$ cat config.mk
export PLATFORM = sky130hd
export DESIGN_NAME = keccak_clkgate_ctrl
export DESIGN_NICKNAME = d
export VERILOG_FILES = /design/src/rtl/keccak_clkgate_ctrl.sv
export SDC_FILE = /design/constraint.sdc
export NUM_CORES = 1
export LEC_CHECK = 0
export CORE_UTILIZATION = 40
export CTS_CLUSTER_DIAMETER = 40
export DETAILED_ROUTE_END_ITERATION = 10
export SLEW_MARGIN = 15
export SYNTH_ARGS = -nofsm -noshare
export SYNTH_HDL_FRONTEND = slang
export SYNTH_SLANG_ARGS = --single-unit
$ cat constraint.sdc
create_clock -name clk_i -period 4 [get_ports clk_i]
set_input_delay 0.8 -clock clk_i [delete_from_list [all_inputs] [get_ports clk_i]]
set_output_delay 0.8 -clock clk_i [all_outputs]
set_load 0.01 [all_outputs]
$ cat src/rtl/keccak_clkgate_ctrl.sv
// rtl/keccak_clkgate_ctrl.sv - clock-gate enable sequencer for the keccak permutation core
//
// Sequences the keccak core clock gate around permutation requests:
// wakes the gated clock for WAKE_CYCLES before forwarding start, keeps it
// running until done, then lingers IDLE_CYCLES idle cycles before gating.
//
// Ports:
//   clk_i          free-running clock
//   rst_i          synchronous active-high reset
//   start_i        permutation request pulse from the register interface
//   done_i         completion pulse from the keccak core
//   busy_i         keccak core activity flag (stretches the idle hysteresis)
//   cfg_force_on_i static bit that keeps the gated clock enabled
//   clk_en_o       enable into the keccak clock gate
//   start_o        single-cycle start pulse to the core
//   done_o         single-cycle completion pulse to the register interface
//   busy_o         high from start acceptance until done
//   err_o          sticky protocol-error flag
module keccak_clkgate_ctrl #(
  parameter int WAKE_CYCLES = 2,
  parameter int IDLE_CYCLES = 4
) (
  input  logic clk_i,
  input  logic rst_i,
  input  logic start_i,
  input  logic done_i,
  input  logic busy_i,
  input  logic cfg_force_on_i,
  output logic clk_en_o,
  output logic start_o,
  output logic done_o,
  output logic busy_o,
  output logic err_o
);

  localparam int MAX_CYCLES = (WAKE_CYCLES > IDLE_CYCLES) ? WAKE_CYCLES : IDLE_CYCLES;
  localparam int CW         = $clog2(MAX_CYCLES + 1);

  localparam logic [CW-1:0] WAKE_LAST = CW'(WAKE_CYCLES - 1);
  localparam logic [CW-1:0] IDLE_LAST = CW'(IDLE_CYCLES - 1);
  localparam logic [CW-1:0] CNT_ONE   = CW'(1);

  typedef enum logic [1:0] {
    OFF  = 2'd0,
    WAKE = 2'd1,
    RUN  = 2'd2,
    HOLD = 2'd3
  } state_t;

  state_t        state;
  logic [CW-1:0] cnt;

  // Enable is decoded from the state flop only; rst_i is ORed in so the
  // gated domain sees edges while it is being reset.
  assign clk_en_o = (state != OFF) | cfg_force_on_i | rst_i;

  always_ff @(posedge clk_i) begin
    if (rst_i) begin
      state   <= OFF;
      cnt     <= '0;
      start_o <= 1'b0;
      done_o  <= 1'b0;
      busy_o  <= 1'b0;
      err_o   <= 1'b0;
    end else begin
      start_o <= 1'b0;
      done_o  <= 1'b0;
      case (state)
        OFF: begin
          if (done_i) err_o <= 1'b1;
          if (start_i) begin
            state  <= WAKE;
            cnt    <= '0;
            busy_o <= 1'b1;
          end
        end
        WAKE: begin
          if (start_i || done_i) err_o <= 1'b1;
          if (cnt == WAKE_LAST) begin
            state   <= RUN;
            cnt     <= '0;
            start_o <= 1'b1;
          end else begin
            cnt <= cnt + CNT_ONE;
          end
        end
        RUN: begin
          // A start arriving with done is dropped; done wins.
          if (start_i) err_o <= 1'b1;
          if (done_i) begin
            state  <= HOLD;
            cnt    <= '0;
            done_o <= 1'b1;
            busy_o <= 1'b0;
          end
        end
        HOLD: begin
          if (done_i) err_o <= 1'b1;
          // Clock is still running, so a new request skips the wake phase
          // and beats any idle expiry in the same cycle.
          if (start_i) begin
            state   <= RUN;
            cnt     <= '0;
            start_o <= 1'b1;
            busy_o  <= 1'b1;
          end else if (busy_i) begin
            cnt <= '0;
          end else if (cnt == IDLE_LAST) begin
            state <= OFF;
            cnt   <= '0;
          end else begin
            cnt <= cnt + CNT_ONE;
          end
        end
        default: begin
          state <= OFF;
          cnt   <= '0;
        end
      endcase
    end
  end

endmodule
==> impl_metrics.csv, run 1 <==
group,metric,value,unit
run_status,status,"complete, no violations",
worst_hold_path,min_path_type,"flip-flop to flip-flop",
finish,final_nets,89,
grt,grt_use_met2,24.58,%
timing,tightestPinTransition,0.3808,ns
grt,gr-total-overflow,0,
floorplan,io_pins,11,
floorplan,start_util,46.20,%
synth,synth_seq_cells,9,
synth,synth_cells,61,
drt,detail-route-antenna-nets,0,
clocking,cts_tree,"built",
critical_path,required,3.20,ns
drt,drt_iter0_drc,5,
synth,yosys-top-cells-area,"dfxtp_1, ha_1, nor2_1",
clocking,cts_buffer_depth,2,
timing,min_period_over_period,74.81,%
timing,slew-limit-headroom,74.53,%
timing,setup_tns,0,ns
clocking,post_cts_resized,0,
critical_path,startpoint_type,"input pin",
pwr,power_density,481.0,nW/um2
synth,synth_top_family_by_area,"compound AO/OA/AOI/OAI gates",
synth,synth_xor_area_share,0,%
pwr,peakVddDrop,0.2781,mV
synth,synthArstFlopShare,0,%
floorplan,die_y,39.02,um
grt,grt_pass1_wl,1614,um
drt,firstDrtPassIters,4,
timing,slew_viol_final,0,
synth,synth_flop_cell,"dfxtp_1",
grt,grt_max_degree,13,
grt,use_met1,19.79,%
grt,grt_usage,16.01,%
drt,vias_per_cell,5.284,
synth,synth-compound-area-share,22.60,%
finish,diodes,0,
clocking,clock-sinks,9,
clocking,clk_pin_slew_worst_paths,0.06,ns
floorplan,placementRows,12,
critical_path,max_stage_delay,0.70,ns
drt,routed_wl,1043,um
floorplan,die_w,39.02,um
floorplan,core,1186,um2
synth,yosysSeqAreaShare,32.88,%
timing,rsz0062_at_grt,"no",
drt,vias,465,
placed_design,numPortBuffers,10,
timing,finalHoldViolCount,0,
clocking,root_buffer,"clkbuf_4",
finish,layout_commonest_cell,"clkdlybuf4s50_1",
critical_path,critPathBufInv,2,
pwr,power,0.3310,mW
critical_path,cp.arrival,2.19,ns
placed_design,globalplace.congestion,0.6763,
synth,synth_edf_count,0,
critical_path,crit_chain,"clkdlybuf4s50_1 -> nor2_1 -> nand2_1 -> clkdlybuf4s50_1",
timing,fin_skew,0.004628,ns
synth,synthMuxAreaShare,1.826,%
synth,yosys_warnings,0,
drt,routedWlPerCell,11.85,um
synth,synth.avg_cell_area,8.984,um2
critical_path,critPathTopFamily,"buffers and inverters",
critical_path,cp_common_cell,"clkdlybuf4s50_1",
synth,synth.distinct_cells,24,
clocking,htreeDepth,1,
timing,setup_viol,0,
flow_run,maxCapViolCount,0,
critical_path,worstSetupPathType,"input pin to output port",
clocking,hold_buffers,0,
synth,synth_area,548.0,um2
synth,synth_top_area_share,32.88,%
grt,grt_busiest_layer,"met2",
synth,yosys.area_share.simple,18.26,%
finish,layout_common_cells,"clkdlybuf4s50_1, dfxtp_1, nor2_1, ha_1, inv_1",
synth,syn_nets,75,
synth,synth-adder-area-share,18.26,%
grt,grt_pass1_vias,399,
timing,hold_slack,0.4939,ns
grt,antenna_found_initial,0,
drt,drcViolationCount,0,
clocking,tritoncts.num_buffers,3,
critical_path,cp_max_fo,12,
critical_path,cp_slowest_cell,"clkdlybuf4s50_1",
placed_design,dp_hpwl,808.8,um
pwr,p_leak,0.2765,nW
grt,gr-usage-met3,5.202,%
synth,yosysTopAreaCell,"dfxtp_1",
finish,syn2layout_area_growth,25.57,%
timing,min_period,2.993,ns
finish,drive_gt1_share,8.108,%
floorplan,die_area,1522,um2
timing,max_freq,0.3342,GHz
critical_path,cp-end-kind,"output port",
clocking,cts_setup_buffers,0,
clocking,insertion_delay,0.25,ns
-- report_power, final --
| part | switching, mW | total, mW | internal, mW |
|---|---|---|---|
| Combinational | 0.0770 | 0.144 | 0.0670 |
| Clock | 0.0313 | 0.0697 | 0.0384 |
| Sequential | 0.0114 | 0.117 | 0.106 |
-- state kept, by name (all words and copies together), names as in the netlist --
signal   count
busy_o       1
cnt          3
done_o       1
err_o        1
start_o      1
state        2
-- Yosys cell counts (2+ instances only) --
cell and n:
inv_1 7, dfxtp_1 9, ha_1 8, a32oi_1 2, a21oi_1 3, nand2_1 4
nand2b_1 4, nor2_1 8
-- tightest hold or removal path: stages, from the launching register on --
cell and delay (ns):
dfxtp_1 0.33, a21oi_1 0.04, nor2_1 0.09
-- stage by stage --
stage               util (%)  instances  cell area (um2)  setup slack, ns
floorplan                  -         61            548.0            1.964
global placement       55.80         84            661.9           0.9994
detailed placement     55.80         84            661.9            1.007
CTS                    58.02         88            688.2            1.005
global route           58.02         88            688.2           0.9603
finish                 58.02         88            688.2            1.007
-- final cells by class --
cell class,count,area (um2)
well taps,14,17.52
flip-flops and latches,9,180.2
fillers,115,498.0
clock buffers,4,26.28
repair buffers,10,100.1
inverters,8,30.03
multi-input cells,43,334.1
-- metal layers --
metal	up-vias	routed length, um
met5	-	0
met4	0	14
met3	2	43
met2	7	436
met1	216	548
li1	240	-
-- kinds of logic (layout without fill, tap and decap cells) --
family	Yosys count	after routing
AO/OA/AOI/OAI	15	15
adder cells (fa/ha/maj)	8	8
buffers and inverters	9	22
flip-flops	9	9
multiplexers	1	1
AND/OR/NAND/NOR	19	19
-- path summary, 6_finish.rpt --
| kind | start | end | slack, ns | cells after the start |
|---|---|---|---|---|
| max | rst_i | clk_en_o | 1.01 | 4 |
| min | err_o | err_o | 0.49 | 2 |
| min reg2reg | err_o | err_o | 0.49 | 2 |
| max reg2reg | state[0] | cnt[0] | 2.12 | 6 |
No activity file was read; power rests on OpenSTA's default activity.
==> run 2, diff against run 1 <==
==> constraint.sdc (replaced) <==
create_clock -name clk_i -period 2.9 [get_ports clk_i]
set_input_delay 0.58 -clock clk_i [delete_from_list [all_inputs] [get_ports clk_i]]
set_output_delay 0.58 -clock clk_i [all_outputs]
set_load 0.01 [all_outputs]
==> run 2 against run 1 <==
Net effect: die area unchanged; routed wire length increased by 2.9%; critical path depth did not move; sequential share of layout area is 0.28 points lower; register-to-register slack worse by 1.1 ns; combinational power rose by 37%; final cell count up 1.1%; critical endpoint unchanged; largest cell class unchanged; highest routed layer unchanged.
==> impl_metrics.csv, run 2 (synthesis results as in run 1) <==
group,metric,value,unit
finish,layout_common_cells,"clkdlybuf4s50_1, dfxtp_1, nor2_1, ha_1, inv_1",
grt,grt_usage,17.62,%
finish,syn2layout_area_growth,26.94,%
floorplan,placementRows,12,
timing,setup_viol,0,
pwr,switching_share,36.24,%
drt,firstDrtPassIters,4,
drt,routed_wl,1073,um
pwr,power_density,658.7,nW/um2
timing,slew_viol_final,0,
timing,finalHoldViolCount,0,
critical_path,required,2.32,ns
timing,fin_skew,0.002033,ns
drt,drcViolationCount,0,
finish,largest_reg_flops,3,
timing,slew-limit-headroom,81.88,%
drt,drt_iter0_drc,6,
flow_run,maxCapViolCount,0,
grt,antenna_found_initial,0,
run_status,status,"complete, no violations",
clocking,post_cts_resized,0,
finish,layout_commonest_cell,"clkdlybuf4s50_1",
clocking,insertion_delay,0.25,ns
placed_design,numPortBuffers,10,
pwr,peakVddDrop,0.3606,mV
drt,detail-route-antenna-nets,0,
timing,max_freq,0.4387,GHz
clocking,clock-sinks,9,
pwr,intPower,0.2922,mW
floorplan,start_util,46.20,%
finish,largest-register,"cnt",
pwr,seqPwrFrac,35.6,%
clocking,cts_buffer_depth,2,
critical_path,worstSetupPathType,"input pin to output port",
drt,vias,464,
grt,grt_pass1_wl,1835,um
timing,rsz0062_at_grt,"no",
finish,final_nets,90,
grt,grt_max_degree,12,
critical_path,cp.arrival,1.70,ns
critical_path,crit_chain,"clkdlybuf4s50_1 -> nor2_1 -> nand2_1 -> clkdlybuf4s50_1",
finish,seq_area,180.2,um2
grt,gr-total-overflow,0,
critical_path,startpoint_type,"input pin",
critical_path,cp_common_cell,"clkdlybuf4s50_1",
clocking,clk_pin_slew_worst_paths,0.07,ns
timing,setup_tns,0,ns
critical_path,cp_slowest_cell,"clkdlybuf4s50_1",
critical_path,critPathTopFamily,"buffers and inverters",
floorplan,die_w,39.02,um
finish,drive_gt1_share,9.333,%
grt,grt_pass1_vias,418,
floorplan,die_y,39.02,um
clocking,tritoncts.num_buffers,3,
floorplan,io_pins,11,
drt,routedWlPerCell,12.06,um
clocking,htreeDepth,1,
floorplan,core,1186,um2
pwr,p_comb_share,43.1,%
critical_path,max_stage_delay,0.52,ns
timing,setup_ws,0.6205,ns
finish,diodes,0,
placed_design,globalplace.congestion,0.7238,
placed_design,dp_hpwl,801.4,um
critical_path,critPathBufInv,2,
clocking,cts_tree,"built",
placed_design,dp_slack,0.6045,ns
finish,reg.largest.list,"cnt: 3 flops, state: 2 flops",
pwr,clkPwrFrac,21.3,%
finish,multi_input_area,334.1,um2
clocking,cts_setup_buffers,0,
timing,min_period_over_period,78.60,%
drt,vias_per_cell,5.213,
critical_path,cp-end-kind,"output port",
finish,fillers,121,
clocking,hold_buffers,0,
clocking,root_buffer,"clkbuf_4",
floorplan,die_area,1522,um2
critical_path,cp_max_fo,2,
worst_hold_path,min_path_type,"flip-flop to flip-flop",
timing,min_period,2.279,ns
pwr,netSwitchingPower,0.1661,mW
timing,hold_slack,0.4809,ns
timing,tightestPinTransition,0.2683,ns
pwr,p_leak,0.2813,nW
## run 2: per-stage QoR
stage | std cells | power, mW | utilization (%) | cell area, um2
final | 89 | 0.4582 | 58.65 | 695.7
after global routing | 89 | 0.4915 | 58.65 | 695.7
after CTS | 89 | 0.4642 | 58.65 | 695.7
after detailed placement | 85 | 0.3625 | 56.43 | 669.4
after global placement | 85 | 0.3666 | 56.43 | 669.4
after floorplan | 61 | 0.2994 | - | 548.0
## run 2: cell type report
| type | count | share of cell area [%] |
|---|---|---|
| clock buffer | 4 | 3.777 |
| inverter | 8 | 4.317 |
| multi-input combinational | 43 | 48.02 |
| sequential | 9 | 25.90 |
| tap | 14 | 2.518 |
| timing repair buffer | 11 | 15.47 |
## run 2: final timing paths
kind,from,end,slack (ns),cells past startpoint
worst min register to register,err_o,err_o,0.48,2
worst max register to register,state[0],cnt[0],1.02,6
worst max-delay path,rst_i,clk_en_o,0.62,4
worst min-delay path,err_o,err_o,0.48,2
## run 2: routing by layer
metal | up-vias | GRT usage [%] | routed length (um)
met5 | - | 0 | 0
met4 | 0 | 5.172 | 11
met3 | 2 | 4.046 | 38
met2 | 7 | 29.58 | 446
met1 | 214 | 21.99 | 577
li1 | 241 | - | -
## run 2: power groups by stage
stage	combinational (mW)	clock, mW	sequential [mW]
finish	0.197	0.0977	0.163
global route	0.222	0.104	0.166
CTS	0.200	0.102	0.162
detailed placement	0.198	0	0.165
global placement	0.202	0	0.164
floorplan	0.132	0	0.167
## run 2: tightest hold or removal path, cell delays in order (launching register included)
cell and delay, ns:
dfxtp_1 0.33, a21oi_1 0.04, nor2_1 0.07
==> run 3, diff against run 2 <==
--- a/config.mk
+++ b/config.mk
@@ -8,6 +8,7 @@
 export CORE_UTILIZATION = 40
 export CTS_CLUSTER_DIAMETER = 40
 export DETAILED_ROUTE_END_ITERATION = 10
+export PLACE_DENSITY = 0.67
 export SLEW_MARGIN = 15
 export SYNTH_ARGS = -nofsm -noshare
 export SYNTH_HDL_FRONTEND = slang
==> constraint.sdc (replaced) <==
create_clock -name clk_i -period 2 [get_ports clk_i]
set_input_delay 0.4 -clock clk_i [delete_from_list [all_inputs] [get_ports clk_i]]
set_output_delay 0.4 -clock clk_i [all_outputs]
set_load 0.01 [all_outputs]
==> run 3 against run 2 <==
Net effect: sequential share of layout area down 0.64 points; total power up 49%; critical path depth unchanged; final cell count up 2.2%; setup slack worse by 0.56 ns; first-iteration DRC count down 17%; hold slack better by 0.00059 ns; sequential power up 44%; clock skew up 0.0023 ns; via count up 1.5%; global-route usage up 0.78 points.
==> impl_metrics.csv, run 3 (synthesis results as in run 1) <==
group,metric,value,unit
critical_path,worstSetupPathType,"input pin to output port",
critical_path,cp_max_fo,2,
drt,routed_wl,1062,um
placed_design,dp_slack,0.05450,ns
critical_path,max_stage_delay,0.53,ns
finish,drive_gt1_share,12.99,%
pwr,intPower,0.4396,mW
pwr,clkPwrFrac,20.6,%
pwr,p_comb_share,45.2,%
drt,vias_per_cell,5.176,
critical_path,startpoint_type,"input pin",
floorplan,placementRows,12,
placed_design,dp.cells,87,
timing,setup_ws,0.06325,ns
flow_run,maxCapViolCount,0,
finish,final_area,713.2,um2
timing,setup_tns,0,ns
pwr,peakVddDrop,0.4803,mV
grt,grt_max_degree,12,
critical_path,cp_slowest_cell,"clkdlybuf4s50_1",
run_status,status,"complete, no violations",
timing,min_period,1.937,ns
finish,layout_common_cells,"clkdlybuf4s50_1, dfxtp_1, nor2_1",
clocking,root_buffer,"clkbuf_4",
timing,finalHoldViolCount,0,
clocking,htreeDepth,1,
pwr,switching_share,35.61,%
finish,largest_reg_flops,3,
floorplan,die_y,39.02,um
drt,detail-route-antenna-nets,0,
finish,utilization,60.13,%
timing,tightestPinTransition,0.2770,ns
floorplan,io_pins,11,
critical_path,required,1.60,ns
clocking,cts_buffer_depth,2,
clocking,clock-sinks,9,
grt,grt_pass1_wl,1821,um
placed_design,dp_hpwl,827.9,um
grt,grt_pass1_vias,466,
critical_path,cp-end-kind,"output port",
finish,stdcell_count,91,
drt,firstDrtPassIters,4,
clocking,cts_tree,"built",
placed_design,numPortBuffers,10,
timing,rsz0062_at_grt,"no",
timing,fin_skew,0.004301,ns
finish,final_nets,92,
timing,slew_viol_final,0,
placed_design,placed_area,684.4,um2
timing,slew-limit-headroom,81.53,%
finish,reg.largest.list,"cnt: 3 flops, state: 2 flops",
critical_path,cp_common_cell,"clkdlybuf4s50_1",
timing,max_freq,0.5163,GHz
floorplan,core,1186,um2
pwr,p_leak,0.2897,nW
floorplan,start_util,46.20,%
pwr,power,0.6827,mW
timing,min_period_over_period,96.84,%
placed_design,globalplace.congestion,0.8019,
timing,hold_slack,0.4815,ns
finish,fillers,106,
worst_hold_path,min_path_type,"flip-flop to flip-flop",
clocking,tritoncts.num_buffers,3,
finish,largest-register,"cnt",
clocking,cts_setup_buffers,0,
drt,drt_iter0_drc,5,
finish,syn2layout_area_growth,30.14,%
pwr,netSwitchingPower,0.2431,mW
pwr,power_density,957.2,nW/um2
pwr,seqPwrFrac,34.2,%
drt,vias,471,
timing,setup_viol,0,
floorplan,die_area,1522,um2
grt,grt_usage,18.40,%
floorplan,die_w,39.02,um
drt,drcViolationCount,0,
clocking,clk_pin_slew_worst_paths,0.06,ns
grt,antenna_found_initial,0,
critical_path,crit_chain,"clkdlybuf4s50_1 -> nor2_1 -> nand2_1 -> clkdlybuf4s50_1",
finish,diodes,0,
finish,layout_commonest_cell,"clkdlybuf4s50_1",
drt,routedWlPerCell,11.67,um
grt,gr-total-overflow,0,
critical_path,cp.arrival,1.54,ns
clocking,insertion_delay,0.26,ns
[run 3: worst paths after layout]
| path | cells after the start | end | slack (ns) | from |
|---|---|---|---|---|
| worst max-delay path | 4 | clk_en_o | 0.06 | rst_i |
| worst min-delay path | 2 | err_o | 0.48 | err_o |
| worst max register to register | 6 | cnt[0] | 0.26 | state[0] |
| worst min register to register | 2 | err_o | 0.48 | err_o |
[run 3: area by class of cell]
| cell class | count | area, um2 | area share [%] |
|---|---|---|---|
| multi-input cells | 43 | 336.6 | 47.19 |
| inverters | 8 | 30.03 | 4.211 |
| repair buffers | 13 | 122.6 | 17.19 |
| well taps | 14 | 17.52 | 2.456 |
| clock buffers | 4 | 26.28 | 3.684 |
| flip-flops and latches | 9 | 180.2 | 25.26 |
[run 3: critical path, delay by kind of cell]
kind          cells  cell delay [ns]
buf+inv           2             1.02
simple gates      2             0.11
[run 3: power by group through the flow]
| stage | registers, mW | logic (mW) | clock network, mW |
|---|---|---|---|
| floorplan | 0.242 | 0.192 | 0 |
| global placement | 0.237 | 0.303 | 0 |
| detailed placement | 0.238 | 0.302 | 0 |
| CTS | 0.234 | 0.305 | 0.146 |
| global route | 0.238 | 0.344 | 0.155 |
| finish | 0.234 | 0.309 | 0.141 |
[run 3: repair_timing]
item / in CTS / in global routing
setup endpoints to repair: 0 / 1
gates resized for setup: 0 / 1
hold buffers: 0 / 0
[run 3: routing by layer]
layer  share of wire, %  track usage [%]  up-vias
li1                   -                -      247
met1                 51            20.49      215
met2                 45            29.58        7
met3                3.1            5.202        2
met4               0.94            12.93        0
met5                  0                0        -
